`src/rtl/tx_frame_sequencer_if.sv`:
```
`default_nettype none
`timescale 1ns/1ps
// ============================================================================
// Module   : tx_frame_sequencer_if
// Brief    : MAC request, upstream payload and transmitter-control bundle.
// Revision : 1.0
// ============================================================================
interface tx_frame_sequencer_if #(
  parameter int LEN_WIDTH = 12,
  parameter int SYM_WIDTH = 16
);
  logic                 Req_Valid;
  logic [LEN_WIDTH-1:0] Req_Length;
  logic                 Req_Ready;
  logic                 Bit_Valid;
  logic                 Bit_Data;
  logic                 Bit_Ready;
  logic                 Tx_Start;
  logic                 Tx_Input;
  logic                 Busy;
  logic                 Done;
  logic                 Underrun;
  logic [SYM_WIDTH-1:0] Symbol_Count;

  modport master (
    output Req_Valid, Req_Length, Bit_Valid, Bit_Data,
    input  Req_Ready, Bit_Ready, Tx_Start, Tx_Input, Busy, Done, Underrun, Symbol_Count
  );

  modport slave (
    input  Req_Valid, Req_Length, Bit_Valid, Bit_Data,
    output Req_Ready, Bit_Ready, Tx_Start, Tx_Input, Busy, Done, Underrun, Symbol_Count
  );
endinterface
`default_nettype wire

```
`src/rtl/tx_frame_sequencer.sv`:
```
`default_nettype none
`timescale 1ns/1ps
// ============================================================================
// Module   : tx_frame_sequencer
// Brief    : 802.11a frame controller: Start pulse, preamble wait, then the
//            serial DATA field (SERVICE, payload, TAIL, pad) one bit per clock.
//            Optional macro TX_UNDERRUN_ABORT_EN aborts the frame on underrun.
// Revision : 1.0
// ============================================================================
module tx_frame_sequencer #(
  parameter int PREAMBLE_CYCLES = 137,
  parameter int N_DBPS          = 24,
  parameter int LEN_WIDTH       = 12,
  parameter int SYM_WIDTH       = 16
) (
  input  logic               Clock,
  input  logic               Reset,
  tx_frame_sequencer_if.slave bus
);

  localparam int c_BITS_W = LEN_WIDTH + 3;
  localparam int c_PRE_W  = $clog2(PREAMBLE_CYCLES + 1);
  localparam int c_CNT_W  = (c_BITS_W > c_PRE_W) ? c_BITS_W : c_PRE_W;
  localparam int c_SB_W   = $clog2(N_DBPS + 1);

  localparam logic [c_CNT_W-1:0]   c_CNT_ONE      = c_CNT_W'(1);
  localparam logic [c_CNT_W-1:0]   c_WAIT_LOAD    = c_CNT_W'(PREAMBLE_CYCLES - 2);
  localparam logic [c_CNT_W-1:0]   c_SERVICE_LOAD = c_CNT_W'(15);
  localparam logic [c_CNT_W-1:0]   c_TAIL_LOAD    = c_CNT_W'(5);
  localparam logic [c_SB_W-1:0]    c_SB_LAST      = c_SB_W'(N_DBPS - 1);
  localparam logic [c_SB_W-1:0]    c_SB_ONE       = c_SB_W'(1);
  localparam logic [SYM_WIDTH-1:0] c_SYM_ONE      = SYM_WIDTH'(1);

  localparam logic [2:0] c_ST_IDLE    = 3'd0;
  localparam logic [2:0] c_ST_START   = 3'd1;
  localparam logic [2:0] c_ST_WAIT    = 3'd2;
  localparam logic [2:0] c_ST_SERVICE = 3'd3;
  localparam logic [2:0] c_ST_PAYLOAD = 3'd4;
  localparam logic [2:0] c_ST_TAIL    = 3'd5;
  localparam logic [2:0] c_ST_PAD     = 3'd6;
  localparam logic [2:0] c_ST_DONE    = 3'd7;

  // r_state names what Tx_Input is showing this cycle; outputs are registered
  // from w_next so each phase appears on the pins exactly when its state is live.
  logic [2:0]           r_state;
  logic [c_CNT_W-1:0]   r_cnt;
  logic [c_BITS_W-1:0]  r_len_bits;
  logic [c_SB_W-1:0]    r_sym_bit;
  logic [SYM_WIDTH-1:0] r_sym_count;
  logic                 r_tx_start;
  logic                 r_tx_input;
  logic                 r_busy;
  logic                 r_done;
  logic                 r_underrun;

  logic [2:0]           w_next_base;
  logic [2:0]           w_next;
  logic [c_CNT_W-1:0]   w_cnt_next;
  logic                 w_in_data;
  logic                 w_sym_wrap;
  logic                 w_take;
  logic                 w_starve;
  logic                 w_accept;

  assign w_in_data  = (r_state == c_ST_SERVICE) || (r_state == c_ST_PAYLOAD) ||
                      (r_state == c_ST_TAIL)    || (r_state == c_ST_PAD);
  assign w_sym_wrap = w_in_data && (r_sym_bit == c_SB_LAST);
  assign w_accept   = (r_state == c_ST_IDLE) && bus.Req_Valid;

  always_comb begin
    w_next_base = r_state;
    w_cnt_next  = r_cnt;
    case (r_state)
      c_ST_IDLE: begin
        if (bus.Req_Valid) w_next_base = c_ST_START;
      end
      c_ST_START: begin
        w_next_base = c_ST_WAIT;
        w_cnt_next  = c_WAIT_LOAD;
      end
      c_ST_WAIT: begin
        if (r_cnt == '0) begin
          w_next_base = c_ST_SERVICE;
          w_cnt_next  = c_SERVICE_LOAD;
        end else begin
          w_cnt_next  = r_cnt - c_CNT_ONE;
        end
      end
      c_ST_SERVICE: begin
        if (r_cnt != '0) begin
          w_cnt_next  = r_cnt - c_CNT_ONE;
        end else if (r_len_bits == '0) begin
          w_next_base = c_ST_TAIL;
          w_cnt_next  = c_TAIL_LOAD;
        end else begin
          w_next_base = c_ST_PAYLOAD;
          w_cnt_next  = c_CNT_W'(r_len_bits) - c_CNT_ONE;
        end
      end
      c_ST_PAYLOAD: begin
        if (r_cnt == '0) begin
          w_next_base = c_ST_TAIL;
          w_cnt_next  = c_TAIL_LOAD;
        end else begin
          w_cnt_next  = r_cnt - c_CNT_ONE;
        end
      end
      c_ST_TAIL: begin
        if (r_cnt == '0) begin
          w_next_base = w_sym_wrap ? c_ST_DONE : c_ST_PAD;
        end else begin
          w_cnt_next  = r_cnt - c_CNT_ONE;
        end
      end
      c_ST_PAD: begin
        if (w_sym_wrap) w_next_base = c_ST_DONE;
      end
      c_ST_DONE: begin
        w_next_base = c_ST_IDLE;
      end
      default: begin
        w_next_base = c_ST_IDLE;
      end
    endcase
  end

  // A payload bit is consumed on the edge that enters a PAYLOAD cycle.
  assign w_take   = (w_next_base == c_ST_PAYLOAD);
  assign w_starve = w_take && !bus.Bit_Valid;

`ifdef TX_UNDERRUN_ABORT_EN
  assign w_next = w_starve ? c_ST_IDLE : w_next_base;
`else
  assign w_next = w_next_base;
`endif

  always_ff @(posedge Clock) begin
    if (Reset) begin
      r_state     <= c_ST_IDLE;
      r_cnt       <= '0;
      r_len_bits  <= '0;
      r_sym_bit   <= '0;
      r_sym_count <= '0;
      r_tx_start  <= 1'b0;
      r_tx_input  <= 1'b0;
      r_busy      <= 1'b0;
      r_done      <= 1'b0;
      r_underrun  <= 1'b0;
    end else begin
      r_state    <= w_next;
      r_cnt      <= w_cnt_next;
      r_tx_start <= (w_next == c_ST_START);
      r_tx_input <= w_take && bus.Bit_Valid && bus.Bit_Data;
      r_done     <= (w_next == c_ST_DONE);
      r_busy     <= (w_next != c_ST_IDLE) && (w_next != c_ST_DONE);
      if (w_accept) begin
        r_len_bits  <= {bus.Req_Length, 3'b000};
        r_underrun  <= 1'b0;
        r_sym_count <= '0;
        r_sym_bit   <= '0;
      end else begin
        if (w_starve) r_underrun <= 1'b1;
        if (w_sym_wrap) begin
          r_sym_bit   <= '0;
          r_sym_count <= r_sym_count + c_SYM_ONE;
        end else if (w_in_data) begin
          r_sym_bit   <= r_sym_bit + c_SB_ONE;
        end
      end
    end
  end

  assign bus.Req_Ready    = (r_state == c_ST_IDLE);
  assign bus.Bit_Ready    = w_take;
  assign bus.Tx_Start     = r_tx_start;
  assign bus.Tx_Input     = r_tx_input;
  assign bus.Busy         = r_busy;
  assign bus.Done         = r_done;
  assign bus.Underrun     = r_underrun;
  assign bus.Symbol_Count = r_sym_count;

endmodule
`default_nettype wire

```
`src/flat_wrapper.sv`:
```
// flat-port wrapper written by rule: the top's interface ports become plain ports
module tx_frame_sequencer_flat 
#(
  parameter int PREAMBLE_CYCLES = 137,
  parameter int N_DBPS          = 24,
  parameter int LEN_WIDTH       = 12,
  parameter int SYM_WIDTH       = 16
)
  (Clock, Reset, bus_Req_Valid, bus_Req_Length, bus_Bit_Valid, bus_Bit_Data, bus_Req_Ready, bus_Bit_Ready, bus_Tx_Start, bus_Tx_Input, bus_Busy, bus_Done, bus_Underrun, bus_Symbol_Count);
  tx_frame_sequencer_if #(.LEN_WIDTH(LEN_WIDTH), .SYM_WIDTH(SYM_WIDTH)) bus_i ();
  input  logic Clock;
  input  logic Reset;
  input wire logic [$bits(bus_i.Req_Valid)-1:0] bus_Req_Valid;
  input wire logic [$bits(bus_i.Req_Length)-1:0] bus_Req_Length;
  input wire logic [$bits(bus_i.Bit_Valid)-1:0] bus_Bit_Valid;
  input wire logic [$bits(bus_i.Bit_Data)-1:0] bus_Bit_Data;
  output wire logic [$bits(bus_i.Req_Ready)-1:0] bus_Req_Ready;
  output wire logic [$bits(bus_i.Bit_Ready)-1:0] bus_Bit_Ready;
  output wire logic [$bits(bus_i.Tx_Start)-1:0] bus_Tx_Start;
  output wire logic [$bits(bus_i.Tx_Input)-1:0] bus_Tx_Input;
  output wire logic [$bits(bus_i.Busy)-1:0] bus_Busy;
  output wire logic [$bits(bus_i.Done)-1:0] bus_Done;
  output wire logic [$bits(bus_i.Underrun)-1:0] bus_Underrun;
  output wire logic [$bits(bus_i.Symbol_Count)-1:0] bus_Symbol_Count;
  assign bus_i.Req_Valid = bus_Req_Valid;
  assign bus_i.Req_Length = bus_Req_Length;
  assign bus_i.Bit_Valid = bus_Bit_Valid;
  assign bus_i.Bit_Data = bus_Bit_Data;
  assign bus_Req_Ready = bus_i.Req_Ready;
  assign bus_Bit_Ready = bus_i.Bit_Ready;
  assign bus_Tx_Start = bus_i.Tx_Start;
  assign bus_Tx_Input = bus_i.Tx_Input;
  assign bus_Busy = bus_i.Busy;
  assign bus_Done = bus_i.Done;
  assign bus_Underrun = bus_i.Underrun;
  assign bus_Symbol_Count = bus_i.Symbol_Count;
  tx_frame_sequencer #(.PREAMBLE_CYCLES(PREAMBLE_CYCLES), .N_DBPS(N_DBPS), .LEN_WIDTH(LEN_WIDTH), .SYM_WIDTH(SYM_WIDTH)) u_core (.Clock(Clock), .Reset(Reset), .bus(bus_i));
endmodule
```
`config.mk`:
```
export PLATFORM = sky130hd
export DESIGN_NAME = tx_frame_sequencer_flat
export DESIGN_NICKNAME = d
export VERILOG_FILES = /design/src/rtl/tx_frame_sequencer_if.sv /design/src/rtl/tx_frame_sequencer.sv /design/src/flat_wrapper.sv
export SDC_FILE = /design/constraint.sdc
export NUM_CORES = 1
export LEC_CHECK = 0
export CAP_MARGIN = 10
export CELL_PAD_IN_SITES_DETAIL_PLACEMENT = 1
export CELL_PAD_IN_SITES_GLOBAL_PLACEMENT = 1
export CORE_AREA = 2 2 103 80
export DETAILED_ROUTE_END_ITERATION = 8
export DIE_AREA = 0 0 105 82
export HOLD_SLACK_MARGIN = 0.15
export PLACE_DENSITY = 0.8
export SLEW_MARGIN = 20
export SYNTH_ARGS = -nofsm -noshare
export SYNTH_HDL_FRONTEND = slang
export SYNTH_SLANG_ARGS = --single-unit
```
`constraint.sdc`:
```
create_clock -name Clock -period 3.1 [get_ports Clock]
set_input_delay 0.62 -clock Clock [delete_from_list [all_inputs] [get_ports Clock]]
set_output_delay 0.62 -clock Clock [all_outputs]
set_load 0.1 [all_outputs]
```
==> flow_summary.json <==
{
  "wirelength_um": 8637,
  "drc_errors": 0,
  "path_max_fanout": 9,
  "cts_tree": "yes",
  "io_buffers": 39,
  "drtIter0Drc": 142,
  "hold_violations": 0,
  "cts.sink_count": 56,
  "wire_per_inst_um": 16.02,
  "comb_power_share_pct": 41.6,
  "grtUsageTotal_pct": 20.48,
  "yosysUniqueCellTypes": 63,
  "drive_gt1_share_pct": 15.44,
  "antenna_cells": 0,
  "status": "complete, no violations",
  "critPathArrivalTime_ps": 2350,
  "final_cell_area_um2": 3749,
  "floorplan.initialDensity_pct": 40.68,
  "insertion_delay_ps": 310,
  "r2r_slack_ps": 720,
  "swShare_pct": 39.78,
  "p_leak_nw": 1.422,
  "finalCoreUtilization_pct": 49.08,
  "syn_area_um2": 3107,
  "core_area_um2": 7637,
  "synth-edff-count": 0,
  "via_count": 2953,
  "multi_input_area_um2": 1879,
  "path_class": "flip-flop to output port",
  "cts_buffers": 5,
  "async_flop_share_pct": 0,
  "place_hpwl_um": 6530,
  "fmaxAchievable_mhz": 337.0,
  "sequentialPowerShare_pct": 38.9,
  "synthFlopType": "dfxtp_1",
  "cp-startpoint": "u_core.r_cnt[5]",
  "postPlaceCellArea_um2": 3595,
  "fp.dieW_um": 105,
  "slew_violations": 0,
  "reg2regPathDepth": 8,
  "h-tree-depth": 2,
  "synth-compound-area-share_pct": 17.88,
  "ys_warn_count": 0,
  "maxSlewHeadroom_pct": 56.78,
  "maxCapViolCount": 0,
  "antenna_found_initial": 0,
  "cts.clk_slew.worst_paths_ps": 100,
  "place.gp.congestion": 0.9059,
  "peakVddDrop_v": 0.0002620,
  "synth_cells": 388,
  "p_sw_uw": 863.5,
  "cp_data_required_time_ps": 2480,
  "fillerInstances": 963,
  "die_h_um": 82,
  "hold_class": "flip-flop to flip-flop",
  "start_kind": "flip-flop",
  "cts_max_path_buffers": 2,
  "clock_power_share_pct": 19.6,
  "final_common_cell": "nand2_1",
  "min_period_ps": 2968,
  "overflow": 0,
  "grt_pass1_wl_um": 14170,
  "cellPowerDensity_nw_per_um2": 579.0,
  "synthMuxAreaShare_pct": 0.6444,
  "die_area_um2": 8610,
  "synth.avg_cell_area_um2": 8.007,
  "areaGrowthSynthToFinish_pct": 20.66,
  "layout_common_cells": "58 x nand2_1, 56 x dfxtp_1, 39 x buf_4, 38 x nor2_1, 33 x a21oi_1",
  "worst_slew_pin_slew_ps": 646.3,
  "ios": 40,
  "synth_top_family_by_area": "simple AND/OR/NAND/NOR gates",
  "timing.rr.end": "u_core.bus.Symbol_Count[15]",
  "synth-seq-cells": 56,
  "holdWs_ps": 487.0,
  "detail-route-antenna-nets": 0,
  "seq_area_um2": 1121,
  "fin_worst_skew_ps": 9.538,
  "r2r-start": "u_core.r_state[2]",
  "cts_root_buf": "clkbuf_8",
  "yosys.area_share.adder_pct": 2.416,
  "internal_power_mw": 1.307,
  "syn-num-nets": 411,
  "ys_seq_area_share_pct": 36.09,
  "synth-xor-area-share_pct": 8.458,
  "finalSetupViolations": 0,
  "fin_nets": 457,
  "synth_simple_gate_area_share_pct": 30.37,
  "post_drt_via_cell_ratio": 5.479,
  "cts_hold_buf": 0,
  "grt_max_degree": 23,
  "cp-end-kind": "output port",
  "fp-row-count": 28,
  "hold_depth": 2,
  "timing.final.crit_share_pct": 95.73,
  "crit_path_end": "bus_Bit_Ready",
  "firstDrtPassIters": 4,
  "grt_pass1_vias": 2834
}
-- layer usage --
layer	global-route usage (%)	up-vias	wire (µm)
li1	-	1465	-
met1	29.51	1406	4424
met2	31.62	77	3619
met3	4.286	5	536
met4	4.267	0	55
met5	0	-	0
-- power by group through the flow --
stage                     clock network, mW  registers [mW]  logic, mW
after floorplan                           0           0.861      0.601
after global placement                    0           0.854      0.807
after detailed placement                  0           0.858      0.818
after CTS                             0.435           0.842      0.829
after global routing                  0.465           0.853      0.985
final                                 0.424           0.844      0.902
-- cell usage after synthesis (3+ instances only) --
library cell | instances | share of area [%]
dfxtp_1 | 56 | 36
clkbuf_1 | 11 | 1.3
nor2_1 | 38 | 4.6
a311oi_1 | 3 | 0.85
a22oi_1 | 7 | 1.7
xnor2_1 | 14 | 3.9
a21oi_1 | 33 | 5.3
ha_1 | 6 | 2.4
a31oi_1 | 3 | 0.60
buf_2 | 3 | 0.48
nand3_1 | 16 | 2.6
nor3_1 | 13 | 2.1
nor2b_1 | 3 | 0.60
nand2_1 | 58 | 7.0
or3_1 | 5 | 1.0
and3_1 | 5 | 1.0
nand4_1 | 6 | 1.2
inv_1 | 14 | 1.7
o21ai_0 | 19 | 3.1
nor4_4 | 4 | 2.7
xor2_1 | 16 | 4.5
-- kinds of logic (layout without fill, tap and decap cells) --
| logic type | after synthesis | count (layout) |
|---|---|---|
| AO/OA/AOI/OAI | 90 | 90 |
| XOR/XNOR | 30 | 30 |
| adder cells (fa/ha/maj) | 6 | 6 |
| buffers and inverters | 31 | 77 |
| flip-flops | 56 | 56 |
| multiplexers | 2 | 2 |
| AND/OR/NAND/NOR | 173 | 173 |
-- worst min path at each step --
stage / start / endpoint / slack, ps
after detailed placement: u_core.r_sym_bit[1] / u_core.r_sym_bit[1] / 480
final: u_core.r_sym_bit[1] / u_core.r_sym_bit[1] / 490
after global placement: u_core.r_sym_bit[1] / u_core.r_sym_bit[1] / 470
after floorplan: u_core.r_sym_bit[1] / u_core.r_sym_bit[1] / 450
after global routing: u_core.r_sym_bit[1] / u_core.r_sym_bit[1] / 520
after CTS: u_core.r_sym_bit[1] / u_core.r_sym_bit[1] / 490
-- area by class of cell --
type,instances,share of cell area [%]
Inverter,14,1.402
Tap cell,105,3.505
Sequential cell,56,29.91
Timing Repair Buffer,56,12.62
Clock buffer,6,2.203
Multi-Input combinational cell,301,50.13
Clock inverter,1,0.2336
-- through the flow --
step | instances | worst slack, ps | setup TNS, ps | total power, mW
3_3_place_gp | 526 | 391.6 | 0 | 1.662
4_1_cts | 533 | 6.321 | 0 | 2.106
5_1_grt | 539 | -16.62 | -16.62 | 2.303
2_1_floorplan | 388 | 205.8 | 0 | 1.461
6_report | 539 | 132.2 | 0 | 2.171
3_5_place_dp | 526 | 299.4 | 0 | 1.676
-- state kept, by name (all words and copies together), names as in the netlist --
name	count
u_core.bus.Symbol_Count	16
u_core.r_cnt	15
u_core.r_len_bits	12
u_core.r_sym_bit	5
u_core.r_state	3
u_core.bus.Busy	1
u_core.bus.Done	1
u_core.bus.Tx_Input	1
u_core.bus.Tx_Start	1
u_core.bus.Underrun	1
-- repair_timing --
| action | CTS | global route |
|---|---|---|
| buffers inserted | 0 | 6 |
| hold endpoints to repair | 0 | 0 |
| resized for setup | 1 | 4 |
| pin swaps | 0 | 4 |
| endpoints found under the setup margin | 1 | 1 |
-- worst max-delay path: stages (launching register included) --
cell and delay [ps]:
dfxtp_1 360, nor4_4 580, nand4_4 200, o21a_1 260
nor4_4 260, nand2_2 110, inv_1 100, buf_12 180
Note: power is estimated with default switching activity, not from simulation.
